## config.mk

```make
export PLATFORM = sky130hd
export DESIGN_NAME = neuron_mac_sequencer
export DESIGN_NICKNAME = d
export VERILOG_FILES = /design/src/rtl/neuron_mac_sequencer.sv
export SDC_FILE = /design/constraint.sdc
export NUM_CORES = 1
export LEC_CHECK = 0
export CAP_MARGIN = 20
export CORE_UTILIZATION = 63
export DETAILED_ROUTE_END_ITERATION = 8
export GPL_TIMING_DRIVEN = 1
export PLACE_DENSITY = 0.9
export SLEW_MARGIN = 25
export SYNTH_ARGS = -nofsm -noshare
export SYNTH_HDL_FRONTEND = slang
export SYNTH_SLANG_ARGS = --single-unit
```

## constraint.sdc

```tcl
create_clock -name clk -period 12.6 [get_ports clk]
set_input_delay 2.52 -clock clk [delete_from_list [all_inputs] [get_ports clk]]
set_output_delay 2.52 -clock clk [all_outputs]
set_load 0.01 [all_outputs]
```

## src/rtl/neuron_mac_sequencer.sv

```systemverilog
// Single-neuron MAC sequencer: reads N (x,w) byte pairs from RAM, accumulates x*w,
// writes sat8(acc >> SHIFT) back to RAM. Latency: write in cycle 2N+1, done in 2N+2.
// No backpressure: RAM is combinational-read, start is ignored while busy.
module neuron_mac_sequencer #(
  parameter int SHIFT = 0
) (
  input  logic       clk,
  input  logic       rst,
  input  logic       start,
  input  logic [7:0] base_addr,
  input  logic [7:0] count,
  input  logic [7:0] out_addr,
  output logic       busy,
  output logic       done,
  output logic [7:0] result,
  output logic [7:0] ram_read_address,
  output logic       ram_oe,
  input  logic [7:0] ram_read_data,
  output logic [7:0] ram_write_address,
  output logic [7:0] ram_write_data,
  output logic       ram_wre
);

  typedef enum logic [2:0] {
    IDLE,
    READ_X,
    READ_W,
    WRITE,
    DONE
  } state_t;

  state_t      state;
  state_t      state_nxt;

  logic [7:0]  base_q;
  logic [7:0]  n_q;
  logic [7:0]  out_q;
  logic [7:0]  idx_q;
  logic [7:0]  x_q;
  logic [23:0] acc_q;
  logic [23:0] acc_shr;
  logic [15:0] prod;
  logic [7:0]  sat_val;
  logic        last_pair;

  // Product of the latched x and the weight currently on the read bus.
  assign prod      = x_q * ram_read_data;
  assign acc_shr   = acc_q >> SHIFT;
  assign sat_val   = (acc_shr > 24'd255) ? 8'd255 : acc_shr[7:0];
  // Widened compare so i+1 cannot wrap when N=255.
  assign last_pair = ({1'b0, idx_q} + 9'd1) >= {1'b0, n_q};

  // State register; reset aborts any evaluation in flight.
  always_ff @(posedge clk or posedge rst) begin
    if (rst) state <= IDLE;
    else     state <= state_nxt;
  end

  // Next-state and RAM/handshake outputs, all decoded from the current state.
  always_comb begin
    state_nxt         = state;
    busy              = 1'b1;
    done              = 1'b0;
    ram_oe            = 1'b0;
    ram_read_address  = 8'd0;
    ram_wre           = 1'b0;
    ram_write_address = 8'd0;
    ram_write_data    = 8'd0;
    case (state)
      IDLE: begin
        busy = 1'b0;
        if (start) state_nxt = (count != 8'd0) ? READ_X : WRITE;
      end
      READ_X: begin
        ram_oe           = 1'b1;
        ram_read_address = base_q + idx_q;
        state_nxt        = READ_W;
      end
      READ_W: begin
        ram_oe           = 1'b1;
        ram_read_address = base_q + n_q + idx_q;
        state_nxt        = last_pair ? WRITE : READ_X;
      end
      WRITE: begin
        ram_wre           = 1'b1;
        ram_write_address = out_q;
        ram_write_data    = sat_val;
        state_nxt         = DONE;
      end
      DONE: begin
        done      = 1'b1;
        state_nxt = IDLE;
      end
      default: state_nxt = IDLE;
    endcase
  end

  // Operand latching, accumulation and result capture.
  always_ff @(posedge clk or posedge rst) begin
    if (rst) begin
      base_q <= 8'd0;
      n_q    <= 8'd0;
      out_q  <= 8'd0;
      idx_q  <= 8'd0;
      x_q    <= 8'd0;
      acc_q  <= 24'd0;
      result <= 8'd0;
    end else begin
      case (state)
        IDLE: begin
          if (start) begin
            base_q <= base_addr;
            n_q    <= count;
            out_q  <= out_addr;
            acc_q  <= 24'd0;
            idx_q  <= 8'd0;
          end
        end
        READ_X: x_q <= ram_read_data;
        READ_W: begin
          acc_q <= acc_q + {8'd0, prod};
          idx_q <= idx_q + 8'd1;
        end
        WRITE:   result <= sat_val;
        default: ;
      endcase
    end
  end

endmodule

```

Word-level counts from Yosys, hierarchy flattened:

Index checks and enable logic that the tools add are counted.

* bits in registers: 75
* input port bits: 35
* output and inout bits: 36
* word-level logic and storage cells: 44

* add/subtract/negate cells: 6
* multipliers: 1
* $lt $le $gt $ge: 2
* equal/unequal tests: 5
* muxes and demuxes: 16
* reduce and logical (&&, ||, !) cells: 6

Operators with widths (number)
* 24-bit one-hot mux with 2 select lines: 1
* 8-bit two-way mux: 4
* 8-bit one-hot mux with 2 select lines: 2
* 24-bit by 16-bit adder with 24-bit output: 1
* 8-bit adder: 3
* 24-bit by 8-bit greater-than comparator with 1-bit output (second input constant): 1
* 24-bit two-way mux: 1
* 8-bit by 8-bit multiplier with 16-bit output: 1
* 3-bit one-hot mux with 4 select lines: 1
* 8-bit by 1-bit adder with 9-bit output (second input constant): 1
* 9-bit by 8-bit >= comparator with 1-bit output: 1
* 8-bit by 1-bit adder with 8-bit output (second input constant): 1
* 8-bit nonzero test: 1
* 3-bit by 2-bit equality test with 1-bit output (second input constant): 2
* 1-bit two-way mux: 4
* 2-bit two-way mux: 2
* 2-bit AND reduction: 2
* 3-bit by 1-bit equality test with 1-bit output (second input constant): 1
* 3-bit equality test (second input constant): 1
* 3-bit logical NOT: 1
* 3-bit two-way mux: 1
* 2-bit inequality test (second input constant): 1
* 2-bit nonzero test: 1
* 2-bit OR reduction: 1

Longest topological paths before layout:

* depth after elaboration: 4
* mapped depth: 18
* gate-level depth less buffers: 16

Least setup slack after synthesis:

OpenSTA, ideal clock, no wires.

* path type: input port to flip-flop
* start: in ram_read_data[1]
* end: reg acc_q[20]
* library setup time: 136 ps
* arrival time: 6451 ps
* data required time: 12464 ps
* setup slack: 6013 ps
* stages on the path: 16
* path buffers: 1
* cell sequence: clkbuf_1 -> nand2_1 -> fa_1 -> inv_1 -> fa_1 -> fa_1 -> inv_1 -> fa_1 -> inv_1 -> ha_1 -> nand2_1 -> o31ai_2 -> o2111a_2 -> nor4_4 -> o311ai_1 -> o41ai_1

* cells in the longest elaborated chain, start to end: 3

Ends and longest elaborated chain
* start: declaration: RTL line 18 `input logic [7:0] ram_read_data,`
* 8-bit by 8-bit multiplier with 16-bit output: RTL line 47 `assign prod = x_q * ram_read_data;`
* 24-bit by 16-bit adder with 24-bit output: RTL line 121 `acc_q <= acc_q + {8'd0, prod};`
* 24-bit one-hot mux with 2 select lines: RTL line 109 `case (state)`
* end signal: assignment: RTL line 121
* end: declaration: RTL line 40 `logic [23:0] acc_q;`

No other way between the ends.
A chain may end at the register's enable or synchronous reset.

Worst setup path in the final report:

* start: in ram_read_data[7]
* end: reg acc_q[18]

Same word-level chain as after synthesis.

==> out/qor.csv <==
stage,metric,value,unit
detailed_routing,wirelength,16100,um
yosys,yosysWarningCount,0,
floorplan,core,10300,sq um
place,dpl-instance-area,7480,sq um
global_route,grt_max_degree,76,
yosys,syn_inst,743,
finish,diodes,0,
sta,fin_worst_skew,0.00731,ns
floorplan,start_util,65.0,%
sta,max-slew-margin-rel,32.5,%
finish,area_growth_syn_to_layout,15.5,%
clock_network,cts_setup_buffers,0,
detailed_routing,drtIter0Drc,496,
global_route,use_met1,39.3,%
detailed_routing,avgRoutedWirePerCell,17.1,um
global_route,grt_pass1_vias,5731,
global_route,use_met2,52.2,%
clock_network,cts.clk_slew.worst_paths,0.09,ns
sta,min_period,7.05,ns
finish,post-route-cell-area,7710,sq um
worst_setup_path,criticalPathCategory,in2reg,
clock_network,root_buffer,clkbuf_8,
detailed_routing,viasPerCell,5.91,
place,io_buffers,70,
worst_setup_path,arrival,7.29,ns
global_route,grt_usage,31.4,%
yosys,synth_ff_type,dfrtp_1,
detailed_routing,drcViolationCount,0,
sta,setup_viol,0,
yosys,synth_edf_count,0,
sta,fin_setup_tns,0,ns
clock_network,cts.sinks,75,
global_route,grtUsageMet3,6.49,%
place,gp_congestion,0.899,
finish,layout.nets,960,
yosys,yosysSeqAreaShare,28.1,%
clock_network,htree_levels,3,
yosys,ys_ff_latch,75,
global_route,antenna_found_initial,0,
global_route,grt_pass1_wl,27100,um
run,drv_cap,0,
yosys,syn_nets,900,
yosys,netlist_area,6680,sq um
sta,slew_violations,0,
detailed_routing,drt_first_pass_iters,5,
status,outcome,completed,
worst_setup_path,critical_path_peak_fanout,9,
clock_network,cts_hold_buf,0,
finish,fillers,727,
sta,finalCritPeriodShare,56.0,%
sta,report.final.hold_viol_count,0,
yosys,async_flop_share,100,%
floorplan,die_w,105,um
sta,worst_pin_slew,1.01,ns
yosys,ys_types,52,
floorplan,ioPinCount,71,
worst_setup_path,worst-endpoint-required,12.84,ns
floorplan,die-area,11000,sq um
sta,timing.fmax,0.142,GHz
clock_network,cts_tree,done,
detailed_routing,num_vias,5583,
clock_network,clockBufferDepth,2,
worst_setup_path,endpoint_kind,flop,
clock_network,cts-buffers-inserted,9,
worst_setup_path,start_kind,primary input,
yosys,avgSynthCellArea,8.98,sq um
sta,rsz0062_at_grt,false,
global_route,busiest_layer,met2,
place,dp_hpwl,12000,um
global_route,grt-ovfl-total,0,
finish,drive_above_1_share,3.84,%
hold_path,hold_path_class,reg2reg,
floorplan,die_h,105,um
detailed_routing,ant_nets,0,
clock_network,insertion_delay,0.38,ns
floorplan,row_count,37,
clock_network,cts_resized,0,
[worst paths after layout]
| kind | from | endpoint | slack [ns] | cells after the start |
|---|---|---|---|---|
| worst max-delay path | ram_read_data[7] | acc_q[18] | 5.55 | 16 |
| worst max register to register | x_q[1] | acc_q[18] | 7.79 | 15 |
| worst min register to register | out_q[3] | out_q[3] | 0.48 | 2 |
| min in group asynchronous | rst | base_q[2] | 2.62 | 3 |
| worst min-delay path | out_q[3] | out_q[3] | 0.48 | 2 |
| max in group asynchronous | rst | x_q[7] | 9.49 | 3 |
[cell usage after synthesis (2+ instances only)]
cell / count / share of area [%]
a21o_1: 13 / 1.5
a21oi_1: 18 / 1.3
a21oi_2: 2 / 0.26
a22o_1: 10 / 1.3
a31oi_1: 2 / 0.19
a41o_1: 2 / 0.30
and2_1: 46 / 4.3
buf_1: 2 / 0.11
buf_2: 2 / 0.15
clkbuf_1: 20 / 1.1
dfrtp_1: 75 / 28
fa_1: 59 / 18
ha_1: 63 / 12
inv_1: 112 / 6.3
nand2_1: 141 / 7.9
nand2b_1: 2 / 0.19
nand3_1: 9 / 0.67
nand4_1: 3 / 0.28
nor2_1: 29 / 1.6
nor2b_1: 3 / 0.28
nor3_1: 8 / 0.60
nor3b_1: 3 / 0.34
nor4_1: 7 / 0.66
o211ai_1: 5 / 0.56
o21a_1: 5 / 0.56
o21ai_0: 23 / 1.7
o21ai_1: 4 / 0.30
o21bai_1: 4 / 0.45
o22ai_1: 10 / 0.94
o311ai_1: 2 / 0.26
o31a_1: 3 / 0.39
o31ai_1: 4 / 0.45
o41ai_1: 3 / 0.39
xnor2_1: 23 / 3.0
xor2_1: 9 / 1.2
[layout make-up]
class	instances	area, sq um	area share [%]
inverters	112	420	5.45
multi-input cells	532	4290	55.7
clock buffers	10	128	1.66
flip-flops and latches	75	1880	24.3
repair buffers	73	727	9.43
clock inverters	6	95.1	1.23
well taps	136	170	2.21
[cell usage in the layout, fill, tap and decap left out, drive strengths merged, types with 4 or more instances in the layout]
master / n
dfrtp: 75
ha: 63
o21a: 5
nand3: 9
a21oi: 20
inv: 114
o41ai: 4
a21o: 13
o21bai: 4
clkdlybuf4s50: 70
xor2: 9
nor3: 9
nor4: 8
o22ai: 10
nand2: 141
a22o: 10
o31ai: 5
o21ai: 27
o211ai: 5
fa: 59
clkbuf: 10
and2: 46
nor2: 29
xnor2: 23
[per-layer routing]
layer | part of all wire [%] | routed length [um]
met4 | 3.6 | 574
met3 | 6.5 | 1040
met2 | 50 | 8070
met1 | 40 | 6410
met5 | 0 | 0
[sequential cells by signal (all words and copies together) (netlist names)]
signal  count
x_q         8
acc_q      24
out_q       8
n_q         8
state       3
idx_q       8
base_q      8
result      8
[cell families after synthesis]
group	Yosys count	synth area share, %
mux	1	0.150
flops	75	28.1
buf+inv	136	7.69
xor+xnor	32	4.20
fa+ha+maj	122	29.5
compound gates	119	12.4
simple gates	258	17.9
[per-stage QoR]
step | setup WS [ns] | util, % | hold slack [ns] | instances
floorplan | 6.01 | - | 0.437 | 743
global placement | 5.33 | 72.8 | 0.449 | 928
detailed placement | 5.22 | 72.8 | 0.457 | 928
CTS | 5.56 | 75.0 | 0.476 | 944
global route | 5.34 | 75.0 | 0.495 | 944
finish | 5.55 | 75.0 | 0.480 | 944
[worst max-delay path, stage by stage]
cell and delay [ns]:
clkdlybuf4s50_1 0.62, nand2_1 0.12, fa_1 0.52, fa_1 0.55
inv_1 0.06, fa_1 0.53, inv_1 0.06, fa_1 0.55
inv_1 0.05, ha_1 0.34, nand2_1 0.12, o31ai_2 0.42
o2111a_2 0.33, nor4_4 0.08, o311ai_1 0.31, o41ai_1 0.12
Power is left out: the tool's default activity adds up to more than one toggle a clock period on the data nets, which glitch-free logic cannot reach.
